<file path="config.mk">
export PLATFORM = sky130hd
export DESIGN_NAME = fetch_stage
export DESIGN_NICKNAME = d
export VERILOG_FILES = /design/src/rtl/fetch_stage.sv
export SDC_FILE = /design/constraint.sdc
export NUM_CORES = 1
export LEC_CHECK = 0
export ABC_AREA = 1
export CAP_MARGIN = 20
export CORE_AREA = 2 2 84 86
export DETAILED_ROUTE_END_ITERATION = 10
export DIE_AREA = 0 0 86 88
export DONT_BUFFER_PORTS = 1
export GPL_ROUTABILITY_DRIVEN = 0
export PLACE_DENSITY = 0.62
export SKIP_LAST_GASP = 1
export SYNTH_ARGS = -nofsm -noshare
export SYNTH_HDL_FRONTEND = slang
export SYNTH_SLANG_ARGS = --single-unit
</file>
<file path="constraint.sdc">
create_clock -name clk -period 2.2 [get_ports clk]
set_clock_uncertainty 0.15 [all_clocks]
set_input_delay 0.11 -clock clk [delete_from_list [all_inputs] [get_ports clk]]
set_output_delay 0.11 -clock clk [all_outputs]
set_load 0.1 [all_outputs]
</file>
<file path="src/rtl/fetch_stage.sv">
// Instruction fetch stage: PC, 1-cycle-latency imem request/response, and a 2-entry
// output FIFO with valid/ready handshake and single-cycle redirect flush.
//
// state | meaning
// EMPTY | no buffered instruction
// ONE   | one buffered instruction
// FULL  | two buffered instructions
module fetch_stage #(
    parameter int ADDR_W = 8,
    parameter int INST_W = 16,
    parameter int OPC_W  = 6
) (
    input  logic              clk,
    input  logic              rst_n,
    input  logic              en,
    output logic              imem_req,
    output logic [ADDR_W-1:0] imem_addr,
    input  logic [INST_W-1:0] imem_rdata,
    input  logic              redirect,
    input  logic [ADDR_W-1:0] redirect_pc,
    output logic              out_valid,
    input  logic              out_ready,
    output logic [INST_W-1:0] out_inst,
    output logic [OPC_W-1:0]  out_opcode,
    output logic [ADDR_W-1:0] out_pc
);

    typedef enum logic [1:0] {
        EMPTY = 2'd0,
        ONE   = 2'd1,
        FULL  = 2'd2
    } fifo_state_t;

    fifo_state_t       state_q, state_d;
    logic [ADDR_W-1:0] pc_q, pc_d;
    logic              inflight_q, inflight_d;
    logic [ADDR_W-1:0] req_addr_q, req_addr_d;
    logic              rd_ptr_q, rd_ptr_d;
    logic              wr_ptr_q, wr_ptr_d;
    logic [INST_W-1:0] inst_mem_q [2];
    logic [INST_W-1:0] inst_mem_d [2];
    logic [ADDR_W-1:0] pcs_mem_q  [2];
    logic [ADDR_W-1:0] pcs_mem_d  [2];

    logic credit_ok;
    logic push;
    logic pop;

    // Credit counts both buffered entries and the response still in flight.
    assign credit_ok = (state_q == EMPTY) || ((state_q == ONE) && !inflight_q);
    assign imem_req  = rst_n & en & ~redirect & credit_ok;
    assign imem_addr = pc_q;

    assign out_valid  = (state_q != EMPTY);
    assign out_inst   = out_valid ? inst_mem_q[rd_ptr_q] : '0;
    assign out_pc     = out_valid ? pcs_mem_q[rd_ptr_q]  : '0;
    assign out_opcode = out_valid ? inst_mem_q[rd_ptr_q][INST_W-1 -: OPC_W] : '0;

    assign pop  = out_valid & out_ready;
    assign push = inflight_q & ~redirect;

    always_comb begin
        state_d    = state_q;
        pc_d       = pc_q;
        inflight_d = 1'b0;
        req_addr_d = req_addr_q;
        rd_ptr_d   = rd_ptr_q;
        wr_ptr_d   = wr_ptr_q;
        inst_mem_d = inst_mem_q;
        pcs_mem_d  = pcs_mem_q;

        if (redirect) begin
            // Squashes the in-flight response and everything but an accepted head.
            state_d  = EMPTY;
            pc_d     = redirect_pc;
            rd_ptr_d = 1'b0;
            wr_ptr_d = 1'b0;
        end else begin
            if (imem_req) begin
                pc_d       = pc_q + ADDR_W'(1);
                inflight_d = 1'b1;
                req_addr_d = pc_q;
            end
            if (push) begin
                inst_mem_d[wr_ptr_q] = imem_rdata;
                pcs_mem_d[wr_ptr_q]  = req_addr_q;
                wr_ptr_d             = ~wr_ptr_q;
            end
            if (pop) begin
                rd_ptr_d = ~rd_ptr_q;
            end
            case (state_q)
                EMPTY:   if (push)         state_d = ONE;
                ONE:     if (push && !pop) state_d = FULL;
                         else if (!push && pop) state_d = EMPTY;
                FULL:    if (!push && pop) state_d = ONE;
                default: state_d = EMPTY;
            endcase
        end
    end

    always_ff @(posedge clk or negedge rst_n) begin
        if (!rst_n) begin
            state_q       <= EMPTY;
            pc_q          <= '0;
            inflight_q    <= 1'b0;
            req_addr_q    <= '0;
            rd_ptr_q      <= 1'b0;
            wr_ptr_q      <= 1'b0;
            inst_mem_q[0] <= '0;
            inst_mem_q[1] <= '0;
            pcs_mem_q[0]  <= '0;
            pcs_mem_q[1]  <= '0;
        end else begin
            state_q    <= state_d;
            pc_q       <= pc_d;
            inflight_q <= inflight_d;
            req_addr_q <= req_addr_d;
            rd_ptr_q   <= rd_ptr_d;
            wr_ptr_q   <= wr_ptr_d;
            inst_mem_q <= inst_mem_d;
            pcs_mem_q  <= pcs_mem_d;
        end
    end

    overflow_chk: assert property (@(posedge clk) disable iff (!rst_n)
        !(push && !pop && state_q == FULL));

endmodule

</file>
==> results by group <==
Status
  • Outcome: finished clean

Floorplanning
  • Die Area: approximately 0.0076 mm2
  • Core box area: between 0.006 and 0.007 mm2
  • Die height: 88 um
  • Rows: 30
  • Number of top-level pins: about 70
  • Initial core utilization: 0.491
  • Die width: around 86 um

Pwr
  • Max VDD drop: about 0.00053 V
  • Sw Share: 0.450
  • Comb pwr share: 0.469
  • Static leakage: ~0.0021 uW
  • PD cells: around 1100 mW/mm2
  • Internal Pwr Total: about 2700 uW
  • Clock power frac: 0.192
  • Psw: about 2200 uW
  • Flop pwr share: 0.338

STA
  • Period utilization: 0.947
  • Maximum clock frequency: around 480 MHz
  • Min cycle time layout: between 2 and 2.5 ns
  • Worst slew margin: 0.640
  • Worst Tran Pin Value: about 0.54 ns
  • RSZ-0062 raised after global routing: no
  • Worst Setup Slack, final: 0.116 ns
  • Max Transition Viols Final: 0
  • Final hold viol count: 0
  • Final setup violation count: 0

Worst setup path
  • CP Class: primary input to output pin
  • CP Max Fanout: 35
  • Reg2Reg Depth: 7
  • CP endpoint: imem_req
  • WP data required: 1.94 ns
  • R2r setup slk: approximately 0.48 ns
  • Critical Path AT: roughly 1.8 ns
  • CP max stage delay: ~0.66 ns
  • Crit. End Element: output pin
  • Cell mode on critical path: nand2_1
  • CP startpoint: rst_n
  • Reg2reg end: imem_addr[0]
  • Slowest cell on crit path: dlygate4sd3_1
  • Crit path cell chain: dlygate4sd3_1 -> clkbuf_16 -> nand2_1 -> inv_1 -> nand2_1 -> nor2_4 -> buf_12
  • R2R Path Start: state_q[1]
  • Critical Path Start Type: primary input

Synth
  • Yosys Warn Count: 0
  • Synth top area share: 0.530
  • Avg Inst Size Synth: around 8.1 um2
  • Top cells by area, synth: dfrtp_1 (53%), nand2_1 (16%), o21ai_0 (7.7%), inv_1 (4.6%), nand3_1 (4.5%)
  • Multiplexer share of the synthesized area: 0
  • XOR/XNOR Fraction of Synth Area: 0
  • Compound-Gate Fraction of Synth Area: 0.141
  • Unique cell type count in the Yosys netlist: 19
  • Flop and latch count out of synthesis: 69
  • Seq/Total Area, Yosys: 0.530
  • Largest family of logic cells by synthesized area: simple AND/OR/NAND/NOR gates
  • Synthesized instance count: ~410
  • Cell Area, Synth: ~0.0033 mm2
  • Adder-cell share of the synthesized area: 0.0115
  • Simple-gate share of the synthesized area: 0.221
  • Synth area leader: dfrtp_1
  • Synthesized Nets: about 440

Placement
  • Half-perimeter wire length after placement: approximately 4.7 mm
  • Area after DPL: 0.00404 mm2
  • Post-Place Worst Slack: 0.529 ns
  • IO Port Bufs: 0
  • Cell count after placement: 502

Route
  • Vias per cell: slightly above 5
  • DR pass1 iterations: 4
  • Drt wl/cell: 13.7 um
  • 1st-iter DRT viols: ~150
  • Wirelength, routed: 7.55 mm
  • Post-route ant nets: 0
  • DRC violations left: 0
  • Routed vias: 2,863

Finish
  • Most frequent cells in the layout: nand2_1 (136), dfrtp_1 (69), o21ai_0 (50)
  • Share of cells above drive strength 1: 0.210
  • Final cell count without fillers: around 550
  • Final Core Density: 0.685
  • Layout filler cell count: approximately 540
  • Synth-to-layout area growth: 39.7%
  • ANT cells: 0
  • Final-stage net count: around 500
  • Final instance area: around 0.0046 mm2
  • Most common cell after layout, fill and taps aside: nand2_1

GRT
  • Number of global-route vias before repair: ~2,600
  • Global-route wire length before repair: around 12 mm
  • Total track usage: 0.208
  • Remaining Overflow, GRT: 0
  • Initial antenna violation count: 0
  • Largest net degree at the start of global routing: 71

CTS
  • H-tree Lvls: 3
  • Clock sink count: between 60 and 70
  • CTS Buf Count: 9
  • Worst skew pair latency: roughly 0.34 ns
  • Clock transition at path regs: approximately 0.070 ns
  • Maximum buffer depth of the clock tree: 2
  • CTS root buf: clkbuf_8
  • CTS tree: done

Hold path
  • Min-Delay Path Class: primary input to flip-flop

Run
  • Max-Cap Viols: 0
cells in the mapped netlist:
| master | instances |
|---|---|
| inv_2 | 2 |
| buf_6 | 3 |
| or2_4 | 1 |
| buf_4 | 6 |
| dfrtp_1 | 69 |
| nand3_1 | 29 |
| inv_1 | 40 |
| o21ai_0 | 50 |
| nand2_1 | 136 |
| buf_2 | 10 |
| o21ai_1 | 5 |
| o21bai_1 | 2 |
| nor2_4 | 2 |
| nor2_1 | 9 |
| a21oi_1 | 25 |
| ha_1 | 3 |
| o21ai_2 | 5 |
| clkbuf_1 | 7 |
| buf_1 | 1 |
power by group through the flow:
stage | clock (uW) | combinational, uW | sequential (uW)
finish | 927 | 2260 | 1630
detailed placement | 0 | 2190 | 1650
CTS | 945 | 2270 | 1630
floorplan | 0 | 1460 | 1750
global route | 1000 | 2390 | 1660
global placement | 0 | 2170 | 1650
what timing repair did:
item                                    4_1_cts  5_1_grt
gates resized for setup                       0        1
hold buffers                                 29        0
endpoints found under the setup margin        0        1
hold endpoints to repair                    114        0
buffers inserted                              0        3
registers in the layout, indices dropped and copies added (netlist names):
register	count
imem_addr	8
inflight_q	1
inst_mem_q	32
pcs_mem_q	16
rd_ptr_q	1
req_addr_q	8
state_q	2
wr_ptr_q	1
critical path: cells and delay by family:
family / cells / cell delay, ns
buffers and inverters: 4 / 1.24
AND/OR/NAND/NOR: 3 / 0.45
layout make-up:
class,count,area (um2),area share
repair buffers,77,1030,0.227
multi-input cells,267,1360,0.299
well taps,80,100,0.0220
clock buffers,12,155,0.0341
clock inverters,4,22.5,0.00495
inverters,42,158,0.0346
flip-flops and latches,69,1730,0.379
how the worst min path moves through the flow:
stage	start	endpoint	slack [ns]	cells after the start
3_5_place_dp	rst_n	inst_mem_q[23]	-0.33	0
4_1_cts	redirect	state_q[1]	0.02	4
2_1_floorplan	rst_n	imem_addr[0]	-0.34	0
5_1_grt	redirect	state_q[1]	0.03	4
6_report	redirect	state_q[1]	0.02	4
3_3_place_gp	rst_n	inst_mem_q[23]	-0.33	0
routing by layer:
| layer | vias up | routed length (um) | GRT usage |
|---|---|---|---|
| li1 | 1400 | - | - |
| met1 | 1374 | 3450 | 0.280 |
| met2 | 76 | 3650 | 0.332 |
| met3 | 13 | 329 | 0.0443 |
| met4 | 0 | 114 | 0.0823 |
| met5 | - | 0 | 0 |
through the flow:
step | total power, uW | hold slack (ns) | setup TNS [ns]
after detailed placement | 3840 | -0.333 | 0
after CTS | 4840 | 0.0154 | 0
after global placement | 3810 | -0.333 | 0
after floorplan | 3210 | -0.336 | -2.62
after global routing | 5040 | 0.0265 | 0
final | 4820 | 0.0153 | 0
logic make-up after synthesis:
group | count (synthesis)
AND/OR/NAND/NOR | 177
AO/OA/AOI/OAI | 87
flip-flops | 69
adder cells (fa/ha/maj) | 3
buffers and inverters | 69
(Power assumes the default switching activity.)
